==> src/rtl/matmul_pkg.sv <==
// Shared definitions for the matmul_ctrl sequencer: FSM state encoding,
// index-width helper and packed-matrix element offset helper.
package matmul_pkg;

    typedef logic [1:0] state_t;

    localparam state_t IDLE   = 2'd0;
    localparam state_t ISSUE  = 2'd1;
    localparam state_t WAIT   = 2'd2;
    localparam state_t FINISH = 2'd3;

    // Width of an index counter covering 0..val-1, never narrower than one bit.
    function automatic int clog2_min1(input int val);
        int w;
        w = $clog2(val);
        if (w < 32'sd1) begin
            return 32'sd1;
        end else begin
            return w;
        end
    endfunction

    // Bit offset of element (r,c) in a row-major packed n x n matrix.
    function automatic int elem_lsb(input int r, input int c, input int n, input int width);
        return ((r * n) + c) * width;
    endfunction

endpackage

==> src/rtl/mm_operand_mux.sv <==
// Combinational operand selection for the dot-product engine:
// dp_a carries row row_idx of A, dp_b carries column col_idx of B,
// slot k of each bus holding A[row_idx][k] and B[k][col_idx].
module mm_operand_mux
    import matmul_pkg::*;
#(
    parameter int width = 32,
    parameter int n     = 3,
    parameter int idx_w = 2
) (
    input  logic [width*n*n-1:0] a_mat,
    input  logic [width*n*n-1:0] b_mat,
    input  logic [idx_w-1:0]     row_idx,
    input  logic [idx_w-1:0]     col_idx,
    output logic [width*n-1:0]   dp_a,
    output logic [width*n-1:0]   dp_b
);

    // Gather the selected row of A and column of B slot by slot.
    always_comb begin
        dp_a = '0;
        dp_b = '0;
        for (int k = 0; k < n; k++) begin
            dp_a[k*width +: width] = a_mat[elem_lsb(int'(row_idx), k, n, width) +: width];
            dp_b[k*width +: width] = b_mat[elem_lsb(k, int'(col_idx), n, width) +: width];
        end
    end

endmodule

==> src/rtl/matmul_ctrl.sv <==
// Matrix-product sequencer. Latches A and B on an accepted start, then walks
// the n x n result in row-major order, issuing one dot-product per element to
// an external row_col engine and storing each engine result into C.
// Optional build macro DP_TIMEOUT_EN adds a per-element watchdog that abandons
// the product after TIMEOUT wait cycles and raises a sticky error flag.
module matmul_ctrl
    import matmul_pkg::*;
#(
    parameter int width   = 32,
    parameter int n       = 3,
    parameter int TIMEOUT = 255
) (
    input  logic                 clk,
    input  logic                 rst,
    input  logic                 start,
    input  logic [width*n*n-1:0] mat_a,
    input  logic [width*n*n-1:0] mat_b,
    output logic [width*n*n-1:0] mat_c,
    output logic                 busy,
    output logic                 done,
    output logic                 dp_start,
    output logic [width*n-1:0]   dp_a,
    output logic [width*n-1:0]   dp_b,
    input  logic [width-1:0]     dp_c,
    input  logic                 dp_done,
    output logic                 error
);

    localparam int IDX_W = clog2_min1(n);
    localparam logic [IDX_W-1:0] LAST_IDX = IDX_W'(n - 1);

    state_t                 state_q, state_d;
    logic [IDX_W-1:0]       i_q, i_d;
    logic [IDX_W-1:0]       j_q, j_d;
    logic [width*n*n-1:0]   a_q, a_d;
    logic [width*n*n-1:0]   b_q, b_d;
    logic [width*n*n-1:0]   c_q, c_d;

`ifdef DP_TIMEOUT_EN
    localparam int WDOG_W = clog2_min1(TIMEOUT + 1);
    // Last count value before the counter would reach TIMEOUT.
    localparam logic [WDOG_W-1:0] WDOG_LAST = WDOG_W'(TIMEOUT - 1);

    logic [WDOG_W-1:0]      wdog_q, wdog_d;
    logic                   error_q, error_d;
`endif

    // State register and all datapath flops, with synchronous reset.
    always_ff @(posedge clk) begin
        if (rst) begin
            state_q <= IDLE;
            i_q     <= '0;
            j_q     <= '0;
            a_q     <= '0;
            b_q     <= '0;
            c_q     <= '0;
`ifdef DP_TIMEOUT_EN
            wdog_q  <= '0;
            error_q <= 1'b0;
`endif
        end else begin
            state_q <= state_d;
            i_q     <= i_d;
            j_q     <= j_d;
            a_q     <= a_d;
            b_q     <= b_d;
            c_q     <= c_d;
`ifdef DP_TIMEOUT_EN
            wdog_q  <= wdog_d;
            error_q <= error_d;
`endif
        end
    end

    // Next-state and datapath update: operand latch, index walk, result capture.
    always_comb begin
        state_d = state_q;
        i_d     = i_q;
        j_d     = j_q;
        a_d     = a_q;
        b_d     = b_q;
        c_d     = c_q;
`ifdef DP_TIMEOUT_EN
        wdog_d  = wdog_q;
        error_d = error_q;
`endif
        case (state_q)
            IDLE: begin
                if (start) begin
                    a_d     = mat_a;
                    b_d     = mat_b;
                    i_d     = '0;
                    j_d     = '0;
                    c_d     = '0;
`ifdef DP_TIMEOUT_EN
                    error_d = 1'b0;
`endif
                    state_d = ISSUE;
                end else begin
                    state_d = IDLE;
                end
            end
            ISSUE: begin
                // dp_done is ignored here: the engine clears it on this edge.
                state_d = WAIT;
`ifdef DP_TIMEOUT_EN
                wdog_d  = '0;
`endif
            end
            WAIT: begin
                if (dp_done) begin
                    c_d[elem_lsb(int'(i_q), int'(j_q), n, width) +: width] = dp_c;
                    if (j_q < LAST_IDX) begin
                        j_d     = j_q + 1'b1;
                        state_d = ISSUE;
                    end else if (i_q < LAST_IDX) begin
                        j_d     = '0;
                        i_d     = i_q + 1'b1;
                        state_d = ISSUE;
                    end else begin
                        state_d = FINISH;
                    end
                end
`ifdef DP_TIMEOUT_EN
                else if (wdog_q == WDOG_LAST) begin
                    // Element abandoned; C keeps whatever was already stored.
                    error_d = 1'b1;
                    state_d = FINISH;
                end else begin
                    wdog_d  = wdog_q + 1'b1;
                end
`else
                else begin
                    state_d = WAIT;
                end
`endif
            end
            FINISH: begin
                state_d = IDLE;
            end
            default: begin
                state_d = IDLE;
            end
        endcase
    end

    // Moore output decode of the engine handshake and host status.
    always_comb begin
        dp_start = 1'b0;
        done     = 1'b0;
        busy     = 1'b1;
        case (state_q)
            IDLE: begin
                busy = 1'b0;
            end
            ISSUE: begin
                dp_start = 1'b1;
            end
            WAIT: begin
                dp_start = 1'b0;
            end
            FINISH: begin
                done = 1'b1;
            end
            default: begin
                busy = 1'b0;
            end
        endcase
    end

    assign mat_c = c_q;

`ifdef DP_TIMEOUT_EN
    assign error = error_q;
`else
    assign error = 1'b0;
`endif

    mm_operand_mux #(
        .width (width),
        .n     (n),
        .idx_w (IDX_W)
    ) u_operand_mux (
        .a_mat   (a_q),
        .b_mat   (b_q),
        .row_idx (i_q),
        .col_idx (j_q),
        .dp_a    (dp_a),
        .dp_b    (dp_b)
    );

endmodule

==> config.mk <==
export PLATFORM = sky130hd
export DESIGN_NAME = matmul_ctrl
export DESIGN_NICKNAME = d
export VERILOG_FILES = /design/src/rtl/matmul_pkg.sv /design/src/rtl/mm_operand_mux.sv /design/src/rtl/matmul_ctrl.sv
export SDC_FILE = /design/constraint.sdc
export NUM_CORES = 2
export LEC_CHECK = 0
export ABC_AREA = 1
export CAP_MARGIN = 20
export CORE_ASPECT_RATIO = 0.7
export CORE_MARGIN = 5
export CORE_UTILIZATION = 25
export CTS_CLUSTER_DIAMETER = 60
export DETAILED_ROUTE_END_ITERATION = 10
export DONT_BUFFER_PORTS = 1
export GPL_ROUTABILITY_DRIVEN = 0
export HOLD_SLACK_MARGIN = 0.02
export PLACE_DENSITY_LB_ADDON = 0.25
export SYNTH_ARGS = -nofsm -noshare
export SYNTH_HDL_FRONTEND = slang
export SYNTH_SLANG_ARGS = --single-unit
==> constraint.sdc <==
create_clock -name clk -period 15.2 [get_ports clk]
set_clock_uncertainty 0.15 [all_clocks]
set_input_delay 3.04 -clock clk [delete_from_list [all_inputs] [get_ports clk]]
set_output_delay 3.04 -clock clk [all_outputs]
set_load 0.02 [all_outputs]
-- Word-level counts from Yosys, hierarchy flattened
Index checks and enable logic that the tools add are counted.
- output and inout bits: 484
- input bits: 612
- register bits after elaboration: 870
- word-level logic and storage cells: 60
- mux-type cells: 21
- $lt $le $gt $ge: 2
- add/sub/neg operators: 8
- eq/ne operators: 8
- multiply operators: 1
- shift-type cells: 8
- reductions and logical operators: 6
- operator list (cell ; number):
    variable part select 288 x 32 -> 32 bit ; 4
    two-way mux 288 bit ; 2
    one-hot mux 288 bit (2 select lines) ; 1
    bitwise mux 288 bit ; 1
    variable shift 32 x 33 -> 288 bit, first input constant ; 1
    variable part select 288 x 10 -> 32 bit ; 1
    variable part select 288 x 8 -> 32 bit ; 1
    variable part select 32 x 33 -> 288 bit ; 1
    negator 32 -> 33 bit ; 1
    adder 27 x 2 -> 27 bit, second input constant ; 1
    adder 27 x 3 -> 27 bit ; 1
    adder 27 x 3 -> 27 bit, second input constant ; 1
    two-way mux 2 bit ; 10
    != test 2 bit, second input constant ; 4
    one-hot mux 2 bit (2 select lines) ; 2
    one-hot mux 2 bit (4 select lines) ; 1
    AND reduction 5 bit ; 1
    adder 2 x 1 -> 2 bit, second input constant ; 2
    adder 3 x 2 -> 4 bit, first input constant ; 1
    == test 2 bit, second input constant ; 2
    less-than comparator 2 bit, second input constant ; 2
    multiplier 2 x 2 -> 4 bit, second input constant ; 1
    two-way mux 1 bit ; 4
    AND reduction 4 bit ; 1
    other kinds (7) ; 7

-- Longest topological paths before layout
- depth after elaboration: 7
- mapped depth: 28
- gate-level depth less buffers: 21

-- Modules after synthesis
A second synthesis with hierarchy kept.
- cell total of the unflattened synthesis: 5903
- area total of the unflattened synthesis: 39240.1 um^2
- by module, submodules not included (module ; times used ; seq. area each (um^2) ; cells each ; area an instance (um^2)):
    matmul_ctrl ; 1 ; 17416.7 ; 4493 ; 32720.1
    mm_operand_mux ; 1 ; 0.0 ; 1410 ; 6520.0

-- Worst setup path after synthesis
OpenSTA, ideal clock, no wires.
- kind: register to output
- from: register i_q[0]
- to: output port dp_a[64]
- setup slack: 9036 ps
- buffers on the path: 5
- cell stages (with the launch flop): 12
- arrival time: 2974 ps
- path through: dfxtp_1 > clkbuf_1 > inv_2 > clkbuf_1 > buf_1 > ha_1 > clkbuf_1 > clkinv_1 > nor2_1 > clkbuf_1 > nand2_1 > a41oi_1
- cells in the longest elaborated chain, start to end: 3
- ends and longest elaborated chain (element ; line ; text):
    start, declared ; matmul_ctrl.sv:33 ; logic [IDX_W-1:0] i_q, i_d;
    start signal, assigned ; matmul_ctrl.sv:63 ; i_q <= i_d;
    multiplier 2 x 2 -> 4 bit ; matmul_pkg.sv:25 ; return ((r * n) + c) * width;
    adder 27 x 3 -> 27 bit ; matmul_pkg.sv:25 ;
    variable part select 288 x 32 -> 32 bit ; mm_operand_mux.sv:24 ; dp_a[k*width +: width] = a_mat[elem_lsb(int'(row_idx), k, n, width) +: width];
    end, declared ; matmul_ctrl.sv:22 ; output logic [width*n-1:0] dp_a,
Every way passes these cells.

-- Final worst setup path
- from: register i_q[0]
- to: output port dp_a[94]
Same word-level chain as after synthesis.

==> flow_metrics.tcl <==
set metrics [dict create \
    grt_pass1_wl_um 287000 \
    dp.final_hpwl_um 155000 \
    slew_viol_final 0 \
    vias 39700 \
    ant_nets 0 \
    syn_nets 6249 \
    yosysTopAreaCell "dfxtp_1" \
    global_route.overflow_total 0 \
    swShare_pct 31.7 \
    vias_per_cell 5.27 \
    fp.dieArea_um2 163000 \
    number_of_instances_resized_during_post_cts_repair 0 \
    count_of_flip_flops_with_a_built_in_enable_after_synthesis 0 \
    die_width_um 480 \
    drc 0 \
    drtIter0Drc 4636 \
    root_buffer "clkbuf_16" \
    final_hold_viol_count 0 \
    clkSinkCount 870 \
    worst_ep_required_time_ns 12.01 \
    finalSetupViolations 0 \
    grt_setup_unrepaired "no" \
    synth_top_cell_area_share_pct 45.0 \
    vdd_drop_max_mv 0.0839 \
    final.period_utilization_pct 51.3 \
    combinationalPowerShare_pct 14.0 \
    status "completed" \
    fin_tns_setup_ns 0 \
    achievable-frequency_mhz 128 \
    max_slew.worst_pin.slew_ns 1.27 \
    p_per_area_nw_per_um2 137 \
    routed_wire_length_per_instance_um 27.8 \
    final_period_minus_worst_setup_slack_ns 7.80 \
    stdcell_area_um2 43500 \
    post_dp_cell_area_um2 39900 \
    cts_hold_buf 0 \
    antenna_found_initial 96 \
    number_of_distinct_library_cells_after_synthesis 43 \
    dp_worst_slack_ns 8.23 \
    clock_tree.buffer_depth 3 \
    number_of_levels_in_the_clock_h_tree 3 \
    synthesis.yosys.warnings 0 \
    clkLatencyLatePin_ns 0.69 \
    areaGrowthSynthToFinish_pct 12.6 \
    die_height_um 339 \
    top_post_synthesis_cells_by_area "dfxtp_1, nor2_1, o21ai_0" \
    fin_nets 5942 \
    cts_tree "done" \
    placeableCoreArea_um2 153000 \
    crit_path_setup_slack_layout_ns 7.40 \
    synth-main-ff-cell "dfxtp_1" \
    worstSetupPathType "reg2out" \
    grt_max_degree 194 \
    synth.most_common_cell "nor2_1" \
    hp-class "reg2reg" \
    end_kind "primary output" \
    finalPower_w 0.00598 \
    net-switching-power_w 0.00189 \
    cp.arrival_ns 4.61 \
    port_buffers 0 \
    cellInternalPower_w 0.00409 \
    critical_path.startpoint_type "flop" \
    final_layout_size_suffix_gt1_share_pct 5.37 \
    postCtsSetupBuffers 0 \
    total_leakage_power_nw 16.0 \
    ys_top_cells_by_count "nor2_1, dfxtp_1, nand2_1" \
    fin_hold_ws_ns 0.324 \
    grt_pass1_vias 35800 \
    pwr-share-clk_pct 42.4 \
    groute.usage.overall_pct 24.2 \
    seqPwrFrac_pct 43.6 \
    path_max_fanout 125 \
    post_synthesis_sequential_element_count 870 \
    maxcap_violations 0 \
    syn_inst 5628 \
    initial_core_util_pct 25.2 \
    numCtsBuffers 101 \
    row_count 120 \
    max_slew_margin_pct 14.3 \
    totalWireLength_um 210000 \
    worst_setup_hold_path_clk_slew_ns 0.06 \
    drt_pre_antenna_iters 6 \
    sequential_element_share_of_the_synthesized_area_pct 45.0 \
    synthesis.area_per_instance_um2 6.87 \
    ys_async_sr_fraction_pct 0 \
    design.portCount 1096 \
    syn_area_um2 38700 \
]
-- worst max-delay path: stages (launching register included) --
cell and delay (ns):
dfxtp_4 0.76, inv_8 0.34, ha_4 0.43, nor2_4 0.88, inv_1 0.09, buf_4 0.33
nor2_1 0.14, o21ai_0 0.08, a41oi_1 0.77
-- power by group through the flow --
stage / logic (W) / registers (W) / clock network [W]
floorplan: 0.000598 / 0.00258 / 0
global placement: 0.000820 / 0.00266 / 0
finish: 0.000838 / 0.00261 / 0.00253
CTS: 0.000831 / 0.00261 / 0.00258
detailed placement: 0.000829 / 0.00266 / 0
global route: 0.000917 / 0.00262 / 0.00267
-- cells by family after synthesis --
| kind of cell | Yosys count | synth area share, % |
|---|---|---|
| other cells | 1 | 0.00970 |
| flops | 870 | 45.0 |
| compound gates | 1401 | 19.6 |
| buf+inv | 641 | 6.69 |
| xor+xnor | 1 | 0.0227 |
| simple gates | 2705 | 28.3 |
| fa+ha+maj | 9 | 0.311 |
-- through the flow --
step	cells	util (%)
2_1_floorplan	5628	-
3_3_place_gp	7286	26.0
3_5_place_dp	7288	26.0
4_1_cts	7468	28.2
5_1_grt	7505	28.4
6_report	7536	28.4
-- area by class of cell --
class	instances	area [µm²]
fillers	17100	110000
clock inverters	44	464
inverters	163	641
well taps	2074	2590
clock buffers	136	2920
flip-flops and latches	870	17400
diodes	64	160
repair buffers	68	588
multi-input cells	4117	18700
-- state kept, by name (all words and copies together), names as in the netlist --
| name | cells |
|---|---|
| a_q | 288 |
| b_q | 288 |
| mat_c | 288 |
| i_q | 2 |
| j_q | 2 |
| state_q | 2 |
-- worst paths after layout --
kind / startpoint / to / slack (ns) / cells after the start
setup / recovery: i_q[0]$_SDFFE_PP0P_ / dp_a[94] / 7.40 / 8
hold / removal: b_q[180]$_SDFFE_PP0P_ / b_q[180]$_SDFFE_PP0P_ / 0.32 / 2
setup reg to reg: i_q[0]$_SDFFE_PP0P_ / mat_c[113]$_SDFFE_PP0P_ / 8.58 / 21
hold reg to reg: b_q[180]$_SDFFE_PP0P_ / b_q[180]$_SDFFE_PP0P_ / 0.32 / 2
-- metal layers --
metal,up-vias,GRT usage (%),wire length (µm)
met5,-,0,311
met4,48,9.81,8150
met3,404,7.69,21000
met2,2016,37.6,94600
met1,19100,31.0,85500
li1,18100,-,-
-- cells in the final DEF, fill, tap and decap left out, types with 6 or more instances in the layout --
cell	Yosys	final
a21oi_1	357	357
a22oi_1	64	64
a31oi_1	32	32
a41oi_1	32	32
buf_4	11	62
clkbuf_1	369	13
clkbuf_16	0	105
clkbuf_8	0	18
clkinv_2	0	16
clkinv_4	0	8
dfxtp_1	870	868
diode_2	0	64
inv_1	146	144
inv_2	9	9
inv_6	0	6
inv_8	0	6
nand2_1	857	857
nand2_2	12	11
nand3_1	249	249
nand4_1	89	89
nor2_1	1414	1408
nor2_4	3	7
nor3_1	65	65
o211ai_1	54	54
o21ai_0	810	810
o21ai_1	9	9
o22ai_1	17	17
o31ai_1	7	7
o32ai_1	13	13
(Power assumes the default switching activity.)
